File: src/rtl/mips_pkg.sv
// Shared constants and state encoding for the top_mips debug controller.
// Host command bytes, the error byte and the HALT instruction word.
package mips_pkg;

    localparam logic [7:0]  CMD_LOAD  = 8'h4C;
    localparam logic [7:0]  CMD_CONT  = 8'h43;
    localparam logic [7:0]  CMD_STEP  = 8'h53;
    localparam logic [7:0]  CMD_DUMP  = 8'h52;
    localparam logic [7:0]  ERR_BYTE  = 8'hEE;
    localparam logic [31:0] HALT_WORD = 32'h0000_0000;

    typedef enum logic [3:0] {
        S_IDLE,
        S_LOAD_BYTE,
        S_LOAD_WRITE,
        S_ERR,
        S_ERR_WAIT,
        S_RUN,
        S_WD_ERR,
        S_WD_WAIT,
        S_STEP,
        S_DUMP_SET,
        S_DUMP_LATCH,
        S_DUMP_SEND,
        S_DUMP_PC,
        S_PC_WAIT
    } state_t;

endpackage

File: src/rtl/dbg_word_tx.sv
// Serialises a word into bytes, LSB first, over a valid/ready byte stream.
// tx_data comes straight from a register, so tx_ready never reaches it combinationally.
module dbg_word_tx #(
    parameter int NB_DATA = 32,
    parameter int NB_BYTE = 8
) (
    input  logic               clk,
    input  logic               rst_n,
    input  logic               start,
    input  logic               single,
    input  logic [NB_DATA-1:0] word,
    output logic [NB_BYTE-1:0] tx_data,
    output logic               tx_valid,
    input  logic               tx_ready,
    output logic               done
);

    localparam int N_BYTES = NB_DATA / NB_BYTE;
    localparam int NB_CNT  = $clog2(N_BYTES);

    logic [NB_DATA-1:0] shreg;
    logic [NB_CNT-1:0]  cnt;
    logic               active;

    always_ff @(posedge clk or negedge rst_n) begin
        if (!rst_n) begin
            shreg  <= '0;
            cnt    <= '0;
            active <= 1'b0;
            done   <= 1'b0;
        end else begin
            done <= 1'b0;
            if (!active && start) begin
                shreg  <= word;
                cnt    <= single ? '0 : NB_CNT'(N_BYTES - 1);
                active <= 1'b1;
            end else if (active && tx_ready) begin
                if (cnt == '0) begin
                    active <= 1'b0;
                    done   <= 1'b1;
                end else begin
                    shreg <= shreg >> NB_BYTE;
                    cnt   <= cnt - 1'b1;
                end
            end
        end
    end

    assign tx_valid = active;
    assign tx_data  = active ? shreg[NB_BYTE-1:0] : '0;

endmodule

File: src/rtl/mips_debug_ctrl.sv
// Host-command debug controller for top_mips: program load, run/step and
// register+PC dump. Sole driver of the core's load, enable and debug-read ports.
module mips_debug_ctrl
    import mips_pkg::*;
#(
    parameter int NB_DATA   = 32,
    parameter int NB_ADDR   = 32,
    parameter int NB_REG    = 5,
    parameter int NB_BYTE   = 8,
    parameter int N_REGS    = 32,
    parameter int MEM_WORDS = 256,
    parameter int NB_WDOG   = 16
) (
    input  logic               i_clk,
    input  logic               i_reset,
    input  logic [NB_BYTE-1:0] i_rx_data,
    input  logic               i_rx_valid,
    output logic [NB_BYTE-1:0] o_tx_data,
    output logic               o_tx_valid,
    input  logic               i_tx_ready,
    input  logic               i_halt,
    input  logic [NB_ADDR-1:0] i_pc,
    input  logic [NB_DATA-1:0] i_data_read_debug,
    output logic               o_enable,
    output logic               o_write,
    output logic [NB_ADDR-1:0] o_address,
    output logic [NB_DATA-1:0] o_instruction,
    output logic [NB_REG-1:0]  o_address_read_debug,
    output logic               o_busy
);

    localparam int N_BYTES = NB_DATA / NB_BYTE;
    localparam int NB_BCNT = $clog2(N_BYTES);
    localparam int NB_PTR  = $clog2(MEM_WORDS);

    state_t              state, state_nx;
    logic [NB_DATA-1:0]  word;
    logic [NB_BCNT-1:0]  byte_cnt;
    logic [NB_PTR-1:0]   ptr;
    logic [NB_REG-1:0]   reg_idx;
    logic [NB_WDOG-1:0]  wdog;
    logic                wdog_full;
    logic                last_reg;

    logic                tx_start;
    logic                tx_single;
    logic [NB_DATA-1:0]  tx_word;
    logic                tx_done;

    assign wdog_full = &wdog;
    assign last_reg  = (reg_idx == NB_REG'(N_REGS - 1));

    always_comb begin
        state_nx  = state;
        tx_start  = 1'b0;
        tx_single = 1'b0;
        tx_word   = '0;
        case (state)
            S_IDLE: begin
                if (i_rx_valid) begin
                    case (i_rx_data)
                        CMD_LOAD: state_nx = S_LOAD_BYTE;
                        CMD_CONT: state_nx = S_RUN;
                        CMD_STEP: state_nx = S_STEP;
                        CMD_DUMP: state_nx = S_DUMP_SET;
                        default:  state_nx = S_IDLE;
                    endcase
                end
            end
            S_LOAD_BYTE: begin
                if (i_rx_valid && byte_cnt == NB_BCNT'(N_BYTES - 1))
                    state_nx = S_LOAD_WRITE;
            end
            S_LOAD_WRITE: begin
                if (word == NB_DATA'(HALT_WORD))
                    state_nx = S_IDLE;
                else if (ptr == NB_PTR'(MEM_WORDS - 1))
                    state_nx = S_ERR;
                else
                    state_nx = S_LOAD_BYTE;
            end
            S_ERR: begin
                tx_start  = 1'b1;
                tx_single = 1'b1;
                tx_word   = NB_DATA'(ERR_BYTE);
                state_nx  = S_ERR_WAIT;
            end
            S_ERR_WAIT: if (tx_done) state_nx = S_IDLE;
            // Halt wins over the watchdog when both hit in the same cycle.
            S_RUN: begin
                if (i_halt)
                    state_nx = S_DUMP_SET;
                else if (wdog_full)
                    state_nx = S_WD_ERR;
            end
            S_WD_ERR: begin
                tx_start  = 1'b1;
                tx_single = 1'b1;
                tx_word   = NB_DATA'(ERR_BYTE);
                state_nx  = S_WD_WAIT;
            end
            S_WD_WAIT:  if (tx_done) state_nx = S_DUMP_SET;
            S_STEP:     state_nx = S_DUMP_SET;
            S_DUMP_SET: state_nx = S_DUMP_LATCH;
            // Register file read data is valid one cycle after the address.
            S_DUMP_LATCH: begin
                tx_start = 1'b1;
                tx_word  = i_data_read_debug;
                state_nx = S_DUMP_SEND;
            end
            S_DUMP_SEND: begin
                if (tx_done)
                    state_nx = last_reg ? S_DUMP_PC : S_DUMP_SET;
            end
            S_DUMP_PC: begin
                tx_start = 1'b1;
                tx_word  = NB_DATA'(i_pc);
                state_nx = S_PC_WAIT;
            end
            S_PC_WAIT: if (tx_done) state_nx = S_IDLE;
            default:   state_nx = S_IDLE;
        endcase
    end

    always_ff @(posedge i_clk or negedge i_reset) begin
        if (!i_reset) begin
            state    <= S_IDLE;
            word     <= '0;
            byte_cnt <= '0;
            ptr      <= '0;
            reg_idx  <= '0;
            wdog     <= '0;
        end else begin
            state <= state_nx;
            case (state)
                S_IDLE: begin
                    byte_cnt <= '0;
                    reg_idx  <= '0;
                    wdog     <= '0;
                end
                S_LOAD_BYTE: begin
                    if (i_rx_valid) begin
                        word     <= {i_rx_data, word[NB_DATA-1:NB_BYTE]};
                        byte_cnt <= byte_cnt + 1'b1;
                    end
                end
                S_LOAD_WRITE: begin
                    if (state_nx == S_LOAD_BYTE)
                        ptr <= ptr + 1'b1;
                    else
                        ptr <= '0;
                end
                S_RUN: if (o_enable) wdog <= wdog + 1'b1;
                S_DUMP_SEND: begin
                    if (tx_done && !last_reg)
                        reg_idx <= reg_idx + 1'b1;
                end
                S_PC_WAIT: if (tx_done) reg_idx <= '0;
                default: ;
            endcase
        end
    end

    dbg_word_tx #(
        .NB_DATA (NB_DATA),
        .NB_BYTE (NB_BYTE)
    ) u_word_tx (
        .clk      (i_clk),
        .rst_n    (i_reset),
        .start    (tx_start),
        .single   (tx_single),
        .word     (tx_word),
        .tx_data  (o_tx_data),
        .tx_valid (o_tx_valid),
        .tx_ready (i_tx_ready),
        .done     (tx_done)
    );

    // Halt and watchdog gate enable in the same cycle so a halted core gets no extra cycle.
    assign o_enable = ((state == S_RUN) && !i_halt && !wdog_full) || (state == S_STEP);
    assign o_write  = (state == S_LOAD_WRITE);
    assign o_address     = o_write ? (NB_ADDR'(ptr) << 2) : '0;
    assign o_instruction = o_write ? word : '0;
    assign o_address_read_debug = reg_idx;
    assign o_busy   = (state != S_IDLE);

endmodule
File: config.mk
export PLATFORM = sky130hd
export DESIGN_NAME = mips_debug_ctrl
export DESIGN_NICKNAME = d
export VERILOG_FILES = /design/src/rtl/mips_pkg.sv /design/src/rtl/dbg_word_tx.sv /design/src/rtl/mips_debug_ctrl.sv
export SDC_FILE = /design/constraint.sdc
export NUM_CORES = 1
export LEC_CHECK = 0
export CELL_PAD_IN_SITES_DETAIL_PLACEMENT = 2
export CELL_PAD_IN_SITES_GLOBAL_PLACEMENT = 2
export CORE_MARGIN = 2
export CORE_UTILIZATION = 28
export CTS_BUF_LIST = sky130_fd_sc_hd__clkbuf_8
export DETAILED_ROUTE_END_ITERATION = 8
export PLACE_DENSITY = 0.87
export SLEW_MARGIN = 20
export SYNTH_ARGS = -nofsm -noshare
export SYNTH_HDL_FRONTEND = slang
export SYNTH_SLANG_ARGS = --single-unit
File: constraint.sdc
create_clock -name i_clk -period 5.9 [get_ports i_clk]
set_input_delay 1.18 -clock i_clk [delete_from_list [all_inputs] [get_ports i_clk]]
set_output_delay 1.18 -clock i_clk [all_outputs]
set_load 0.02 [all_outputs]
==> summary.log, run 1 <==
qor: status.result_of_the_run completed
qor: yosys.number_of_enable_flip_flop_cells_after_synthesis 0
qor: placed_design.gpl.final_weighted_congestion 0.773
qor: timing.clock.fmax 234 MHz
qor: clocking.cts_resized 0
qor: worst_hold_path.hold_path_class flop to flop
qor: clocking.cts-htree-levels 3
qor: floorplanning.fp.coreArea 19,600 sq um
qor: yosys.synth.distinct_cells 58
qor: timing.finalHoldWorstSlack 0.506 ns
qor: clocking.clock_buffer_count_from_cts 9
qor: floorplanning.boundaryPins 158
qor: global_routing.grt_pass1_wl 28.3 mm
qor: power_and_ir_drop.power.static_leakage 2.97 nW
qor: placed_design.dp_hpwl 12.1 mm
qor: routing.drt_iter0_drc 225
qor: cells_and_area.final_net_count 779
qor: cells_and_area.final_core_utilization 37.2%
qor: clocking.insertion_delay 0.40 ns
qor: floorplanning.floorplan.die.height 146 microns
qor: routing.post_drt_via_cell_ratio 4.99
qor: global_routing.grt-ovfl-total 0
qor: setup_path.crit_path_start i_halt
qor: timing.setup_viol 0
qor: cells_and_area.area_delta_synth_final 29.6%
qor: yosys.synth_flop_cell sky130_fd_sc_hd__dfrtp_1
qor: yosys.most_frequently_used_cell_type_in_the_post_synthesis_netlist sky130_fd_sc_hd__dfrtp_1
qor: timing.period_share 72.3%
qor: power_and_ir_drop.pwr_density_cell 373 nW/um^2
qor: setup_path.crit-reg2reg-launch state[1]$_DFF_PN0_
qor: yosys.synth_cells 581
qor: timing.setup_repair_after_global_routing_missed_its_margin no
qor: timing.setup_clock_skew_after_layout 0.0162 ns
qor: floorplanning.start_util 28.7%
qor: clocking.post_cts_hold_buffer_count 0
qor: cells_and_area.insertedDiodeCount 0
qor: yosys.yosysTopAreaCell sky130_fd_sc_hd__dfrtp_1
qor: yosys.syn_area_per_cell 9.68 sq um
qor: placed_design.placed_cell_area 7080 sq um
qor: setup_path.worstSetupStartpointType input port
qor: yosys.synth-seq-area-share 45.8%
qor: timing.worst_slack 1.63 ns
qor: yosys.yosys_reg_bits 103
qor: floorplanning.die_width 146 microns
qor: yosys.number_of_warning_messages_in_the_yosys_log 0
qor: worst_hold_path.hold_path.startpoint u_word_tx.shreg[7]$_DFFE_PN0P_
qor: power_and_ir_drop.irDropWorstVdd 0.147 mV
qor: global_routing.first_global_vias 5,158
qor: floorplanning.die_area 21,200 sq um
qor: yosys.synth_common_cells sky130_fd_sc_hd__dfrtp_1, sky130_fd_sc_hd__nand2_1, sky130_fd_sc_hd__and2_1
qor: clocking.ctsLongestPathBuffers 2
qor: clocking.numClockSinks 103
qor: clocking.clockRootBuffer sky130_fd_sc_hd__clkbuf_8
qor: placed_design.buffer_ports.inserted 133
qor: cells_and_area.drive_gt1_share 10.3%
qor: routing.antenna_left 0
qor: setup_path.path_max_fanout 13
qor: timing.maxSlewHeadroom 38.7%
qor: timing.post-route-min-period 4.27 ns
qor: global_routing.grt.total_usage 16.3%
qor: placed_design.preCtsSetupSlack 1.66 ns
qor: yosys.async_reset_ff_share 100%
qor: global_routing.antenna_found_initial 0
qor: timing.slew_violations 0
qor: clocking.clk_transition_reported_paths 0.11 ns
qor: global_routing.maximum_number_of_pins_on_one_net_before_global_route_repair 56
qor: routing.drtPass1Iterations 5
qor: floorplanning.floorplan.rows 51
qor: routing.drc 0
qor: setup_path.crit_path_end_kind output pin
qor: routing.postRouteWirelength 16.9 mm
qor: clocking.tritoncts yes
qor: cells_and_area.final_area 7290 sq um
qor: timing.setup-tns-final 0 ns
qor: yosys.post_synth_design_cell_area 5630 sq um
qor: yosys.synthTopCellsByArea sky130_fd_sc_hd__dfrtp_1, sky130_fd_sc_hd__mux2_2, sky130_fd_sc_hd__and2_1, sky130_fd_sc_hd__buf_4, sky130_fd_sc_hd__nand2_1
qor: timing.max_slew.worst_pin.slew 0.913 ns
qor: yosys.yosysTopAreaCellShare 45.8%
qor: run.maxCapViolations 0
qor: clocking.cts_setup_buffers 0
qor: setup_path.worst-setup-path-type input port to output pin
qor: routing.route.detailed.wl_per_inst 17.5 microns
qor: setup_path.critical_path_arrival 3.09 ns
qor: setup_path.crit_required 4.72 ns
qor: routing.vias 4,816
qor: timing.timing.final.hold_violations 0
==> critical path, stage by stage <==
cell	delay (ns)
sky130_fd_sc_hd__clkdlybuf4s50_1	0.46
sky130_fd_sc_hd__nor3_2	0.26
sky130_fd_sc_hd__nand2b_1	0.32
sky130_fd_sc_hd__o31ai_1	0.18
sky130_fd_sc_hd__clkdlybuf4s50_1	0.69
==> flip-flops by register name, indices dropped and copies added (netlist names) <==
name,cells
u_word_tx.shreg,32
u_word_tx.done,1
u_word_tx.tx_valid,1
state,4
byte_cnt,2
ptr,8
u_word_tx.cnt,2
o_address_read_debug,5
wdog,16
word,32
==> metal layers <==
layer / vias to the layer above / global-route usage, % / wire length (microns)
met4: 0 / 3.92 / 195
met3: 16 / 3.54 / 670
met5: - / 0 / 0
li1: 2257 / - / -
met2: 106 / 27.0 / 8400
met1: 2437 / 21.8 / 7640
==> final timing paths <==
path                       slack (ns)                             end  depth (start not counted)
setup / recovery                 1.63                        o_enable                          5
setup reg to reg                 2.78              ptr[0]$_DFFE_PN0N_                          8
hold reg to reg                  0.51  u_word_tx.shreg[7]$_DFFE_PN0P_                          2
max in group asynchronous        3.90              ptr[6]$_DFFE_PN0N_                          2
hold / removal                   0.51  u_word_tx.shreg[7]$_DFFE_PN0P_                          2
min in group asynchronous        0.83            wdog[14]$_DFFE_PN0P_                          1
==> placed cells by master (no fill, tap or decap), types with 8 or more instances in the layout <==
cell type                           n
sky130_fd_sc_hd__clkdlybuf4s50_1  132
sky130_fd_sc_hd__dfrtp_1          103
sky130_fd_sc_hd__nand2_1           53
sky130_fd_sc_hd__and2_1            48
sky130_fd_sc_hd__nor2_1            37
sky130_fd_sc_hd__mux2_2            33
sky130_fd_sc_hd__o21ai_0           28
sky130_fd_sc_hd__nand3_1           24
sky130_fd_sc_hd__conb_1            24
sky130_fd_sc_hd__a22oi_1           18
sky130_fd_sc_hd__a221oi_1          17
sky130_fd_sc_hd__a21oi_1           16
sky130_fd_sc_hd__inv_1             13
sky130_fd_sc_hd__a31oi_1           13
sky130_fd_sc_hd__nand4_1           12
sky130_fd_sc_hd__nor4_1            10
sky130_fd_sc_hd__xor2_1            10
sky130_fd_sc_hd__clkbuf_8          10
sky130_fd_sc_hd__a221o_1            8
==> power breakdown <==
| group | switching [mW] | internal [mW] |
|---|---|---|
| clock | 0.266 | 0.211 |
| combinational | 0.581 | 0.484 |
| sequential | 0.259 | 0.920 |
==> stage by stage <==
stage                     instances  total power [mW]
after floorplan                 604              1.85
after global placement          950              2.18
after detailed placement        950              2.26
after CTS                       966              2.76
after global routing            966              2.92
final                           966              2.72
==> layout make-up <==
type,count,area (sq um)
Fill cell,2161,12300
Multi-Input combinational cell,429,2740
Sequential cell,103,2580
Timing Repair Buffer,139,1370
Tap cell,265,332
Clock buffer,10,138
Clock inverter,6,67.6
Inverter,14,60.1
==> logic make-up (layout without fill, tap and decap cells) <==
logic type	count (synthesis)	after routing	synth area share [%]
multiplexers	34	34	6.78
flip-flops	103	103	45.8
AND/OR/NAND/NOR	226	226	21.4
AO/OA/AOI/OAI	121	121	14.6
buffers and inverters	72	169	7.21
adder cells (fa/ha/maj)	7	7	1.51
XOR/XNOR	17	17	2.65
other	1	24	0.0667
No activity file was read; power rests on OpenSTA's default activity.
==> run 2, diff against run 1 <==
--- a/config.mk
+++ b/config.mk
@@ -8,7 +8,7 @@
 export CELL_PAD_IN_SITES_DETAIL_PLACEMENT = 2
 export CELL_PAD_IN_SITES_GLOBAL_PLACEMENT = 2
 export CORE_MARGIN = 2
-export CORE_UTILIZATION = 28
+export CORE_UTILIZATION = 27
 export CTS_BUF_LIST = sky130_fd_sc_hd__clkbuf_8
 export DETAILED_ROUTE_END_ITERATION = 8
 export PLACE_DENSITY = 0.87
==> constraint.sdc (replaced) <==
create_clock -name i_clk -period 3.6 [get_ports i_clk]
set_input_delay 0.72 -clock i_clk [delete_from_list [all_inputs] [get_ports i_clk]]
set_output_delay 0.72 -clock i_clk [all_outputs]
set_load 0.02 [all_outputs]
==> summary.log, run 2 (synthesis results as in run 1) <==
qor: timing.maxSlewHeadroom 55.0% [+16 points]
qor: clocking.insertion_delay 0.39 ns [about the same]
qor: setup_path.r2r_cells 10 [+2]
qor: floorplanning.die_width 148 microns [+1.8%]
qor: timing.finalHoldWorstSlack 0.343 ns [-0.163 ns]
qor: placed_design.dp_hpwl 12.6 mm [+4.3%]
qor: power_and_ir_drop.irDropWorstVdd 0.192 mV [+31%]
qor: setup_path.crit-reg2reg-launch o_address_read_debug[0]$_DFFE_PN0P_
qor: power_and_ir_drop.power.static_leakage 3.00 nW [+0.83%]
qor: routing.antenna_left 0 [unchanged]
qor: cells_and_area.layout.cells.most_common sky130_fd_sc_hd__clkdlybuf4s50_1
qor: global_routing.maximum_number_of_pins_on_one_net_before_global_route_repair 56 [unchanged]
qor: global_routing.grt_pass1_wl 28.2 mm [-0.34%]
qor: clocking.tritoncts yes
qor: placed_design.gpl.final_weighted_congestion 0.790 [+2.2%]
qor: floorplanning.start_util 27.6% [-1.1 points]
qor: setup_path.critical_path_arrival 2.53 ns [-0.56 ns]
qor: placed_design.placedCellCount 962 [+1.3%]
qor: setup_path.rrSetupSlack 0.84 ns [-1.94 ns]
qor: global_routing.grt.total_usage 16.1% [-0.17 points]
qor: routing.postRouteWirelength 17.3 mm [+2.1%]
qor: routing.drc 0 [unchanged]
qor: timing.setup_repair_after_global_routing_missed_its_margin no
qor: floorplanning.floorplan.die.height 148 microns [+1.8%]
qor: cells_and_area.layout_common_cells sky130_fd_sc_hd__clkdlybuf4s50_1, sky130_fd_sc_hd__dfrtp_1, sky130_fd_sc_hd__nand2_1, sky130_fd_sc_hd__and2_1, sky130_fd_sc_hd__nor2_1
qor: placed_design.buffer_ports.inserted 133 [unchanged]
qor: setup_path.worst-setup-path-type flop to output pin
qor: clocking.ctsLongestPathBuffers 2 [unchanged]
qor: timing.setup_clock_skew_after_layout 0.0171 ns [+0.000973 ns]
qor: floorplanning.die_area 22,000 sq um [+3.6%]
qor: clocking.cts_setup_buffers 0 [unchanged]
qor: timing.setup_viol 0 [unchanged]
qor: floorplanning.fp.coreArea 20,400 sq um [+4.0%]
qor: setup_path.crit_path_end_kind output pin
qor: global_routing.antenna_found_initial 0 [unchanged]
qor: timing.timing.final.hold_violations 0 [unchanged]
qor: clocking.cts_resized 0 [unchanged]
qor: status.result_of_the_run completed
qor: routing.drtPass1Iterations 4 [-1]
qor: placed_design.placed_cell_area 7150 sq um [+1.0%]
qor: routing.vias 4,851 [+0.73%]
qor: timing.setup-tns-final 0 ns [unchanged]
qor: run.maxCapViolations 0 [unchanged]
qor: cells_and_area.final_area 7350 sq um [+0.82%]
qor: worst_hold_path.hold_path_class input port to async pin
qor: power_and_ir_drop.pwr_density_cell 611 nW/um^2 [+64%]
qor: setup_path.worstSetupStartpointType flop
qor: cells_and_area.largestRegisters u_word_tx.shreg (32), word (32), wdog (16)
qor: clocking.clk_transition_reported_paths 0.12 ns [about the same]
qor: clocking.cts-htree-levels 3 [unchanged]
qor: setup_path.path_max_fanout 11 [-2]
qor: timing.slew_violations 0 [unchanged]
qor: cells_and_area.drive_gt1_share 11.2% [+0.89 points]
qor: cells_and_area.insertedDiodeCount 0 [unchanged]
qor: clocking.clock_buffer_count_from_cts 9 [unchanged]
qor: placed_design.preCtsSetupSlack 0.483 ns [-1.18 ns]
qor: routing.post_drt_via_cell_ratio 4.96 [-0.51%]
qor: cells_and_area.final_cell_count_no_fill 978 [+1.2%]
qor: clocking.numClockSinks 103 [unchanged]
qor: setup_path.crit_required 2.88 ns [-1.84 ns]
qor: cells_and_area.final_net_count 786 [+0.90%]
qor: routing.route.detailed.wl_per_inst 17.6 microns [+0.83%]
qor: floorplanning.boundaryPins 158 [unchanged]
qor: cells_and_area.area_delta_synth_final 30.7%
qor: timing.worst_slack 0.348 ns [-1.29 ns]
qor: timing.post-route-min-period 3.25 ns
qor: global_routing.first_global_vias 5,304 [+2.8%]
qor: routing.drt_iter0_drc 157 [-30%]
qor: timing.max_slew.worst_pin.slew 0.674 ns [-0.238 ns]
qor: global_routing.grt-ovfl-total 0 [unchanged]
qor: timing.clock.fmax 308 MHz
qor: setup_path.rr_endpoint ptr[7]$_DFFE_PN0N_
qor: clocking.clockRootBuffer sky130_fd_sc_hd__clkbuf_8
qor: clocking.post_cts_hold_buffer_count 0 [unchanged]
qor: timing.period_share 90.3%
qor: floorplanning.floorplan.rows 52 [+2.0%]
run 2: metrics by stage:
step | utilization [%] | total power [mW]
final | 36.1 | 4.49
after floorplan | - | 3.04
after global placement | 35.1 | 3.64
after CTS | 36.1 | 4.56
after detailed placement | 35.1 | 3.77
after global routing | 36.1 | 4.82
run 2: layout make-up:
class | count | area, sq um
repair buffers | 146 | 1440
well taps | 270 | 338
clock buffers | 9 | 124
flip-flops and latches | 103 | 2580
inverters | 14 | 60.1
fillers | 2225 | 13000
clock inverters | 7 | 72.6
multi-input cells | 429 | 2740
run 2: how the worst max path moves through the flow:
| stage | from | to | slack [ns] | cells past startpoint |
|---|---|---|---|---|
| after global placement | i_halt | o_enable | 0.54 | 5 |
| after detailed placement | i_rx_valid | ptr[0]$_DFFE_PN0N_ | 0.48 | 8 |
| after CTS | wdog[0]$_DFFE_PN0P_ | o_enable | 0.28 | 6 |
| after global routing | wdog[0]$_DFFE_PN0P_ | o_enable | 0.14 | 6 |
| final | state[3]$_DFF_PN0_ | o_enable | 0.35 | 6 |
| after floorplan | state[0]$_DFF_PN0_ | o_address[7] | 1.13 | 7 |
run 2: power breakdown:
group	leakage [nW]	total (mW)	switching, mW	internal [mW]
registers	1.33	1.85	0.344	1.51
clock network	0.0966	0.750	0.477	0.272
logic	1.57	1.89	1.06	0.830
total	3.00	4.49	1.88	2.61
run 2: critical path: stages (launching register included):
cell and delay [ns]:
sky130_fd_sc_hd__dfrtp_1 0.44, sky130_fd_sc_hd__buf_4 0.20, sky130_fd_sc_hd__nand2b_1 0.32, sky130_fd_sc_hd__nor3_2 0.27, sky130_fd_sc_hd__nand2b_1 0.12, sky130_fd_sc_hd__o31ai_1 0.09
sky130_fd_sc_hd__clkdlybuf4s50_1 0.70
run 2: per-layer routing:
metal	track usage, %	wire, microns
met1	20.4	7590
met5	0	0
met4	4.52	155
met3	3.10	641
met2	28.2	8870
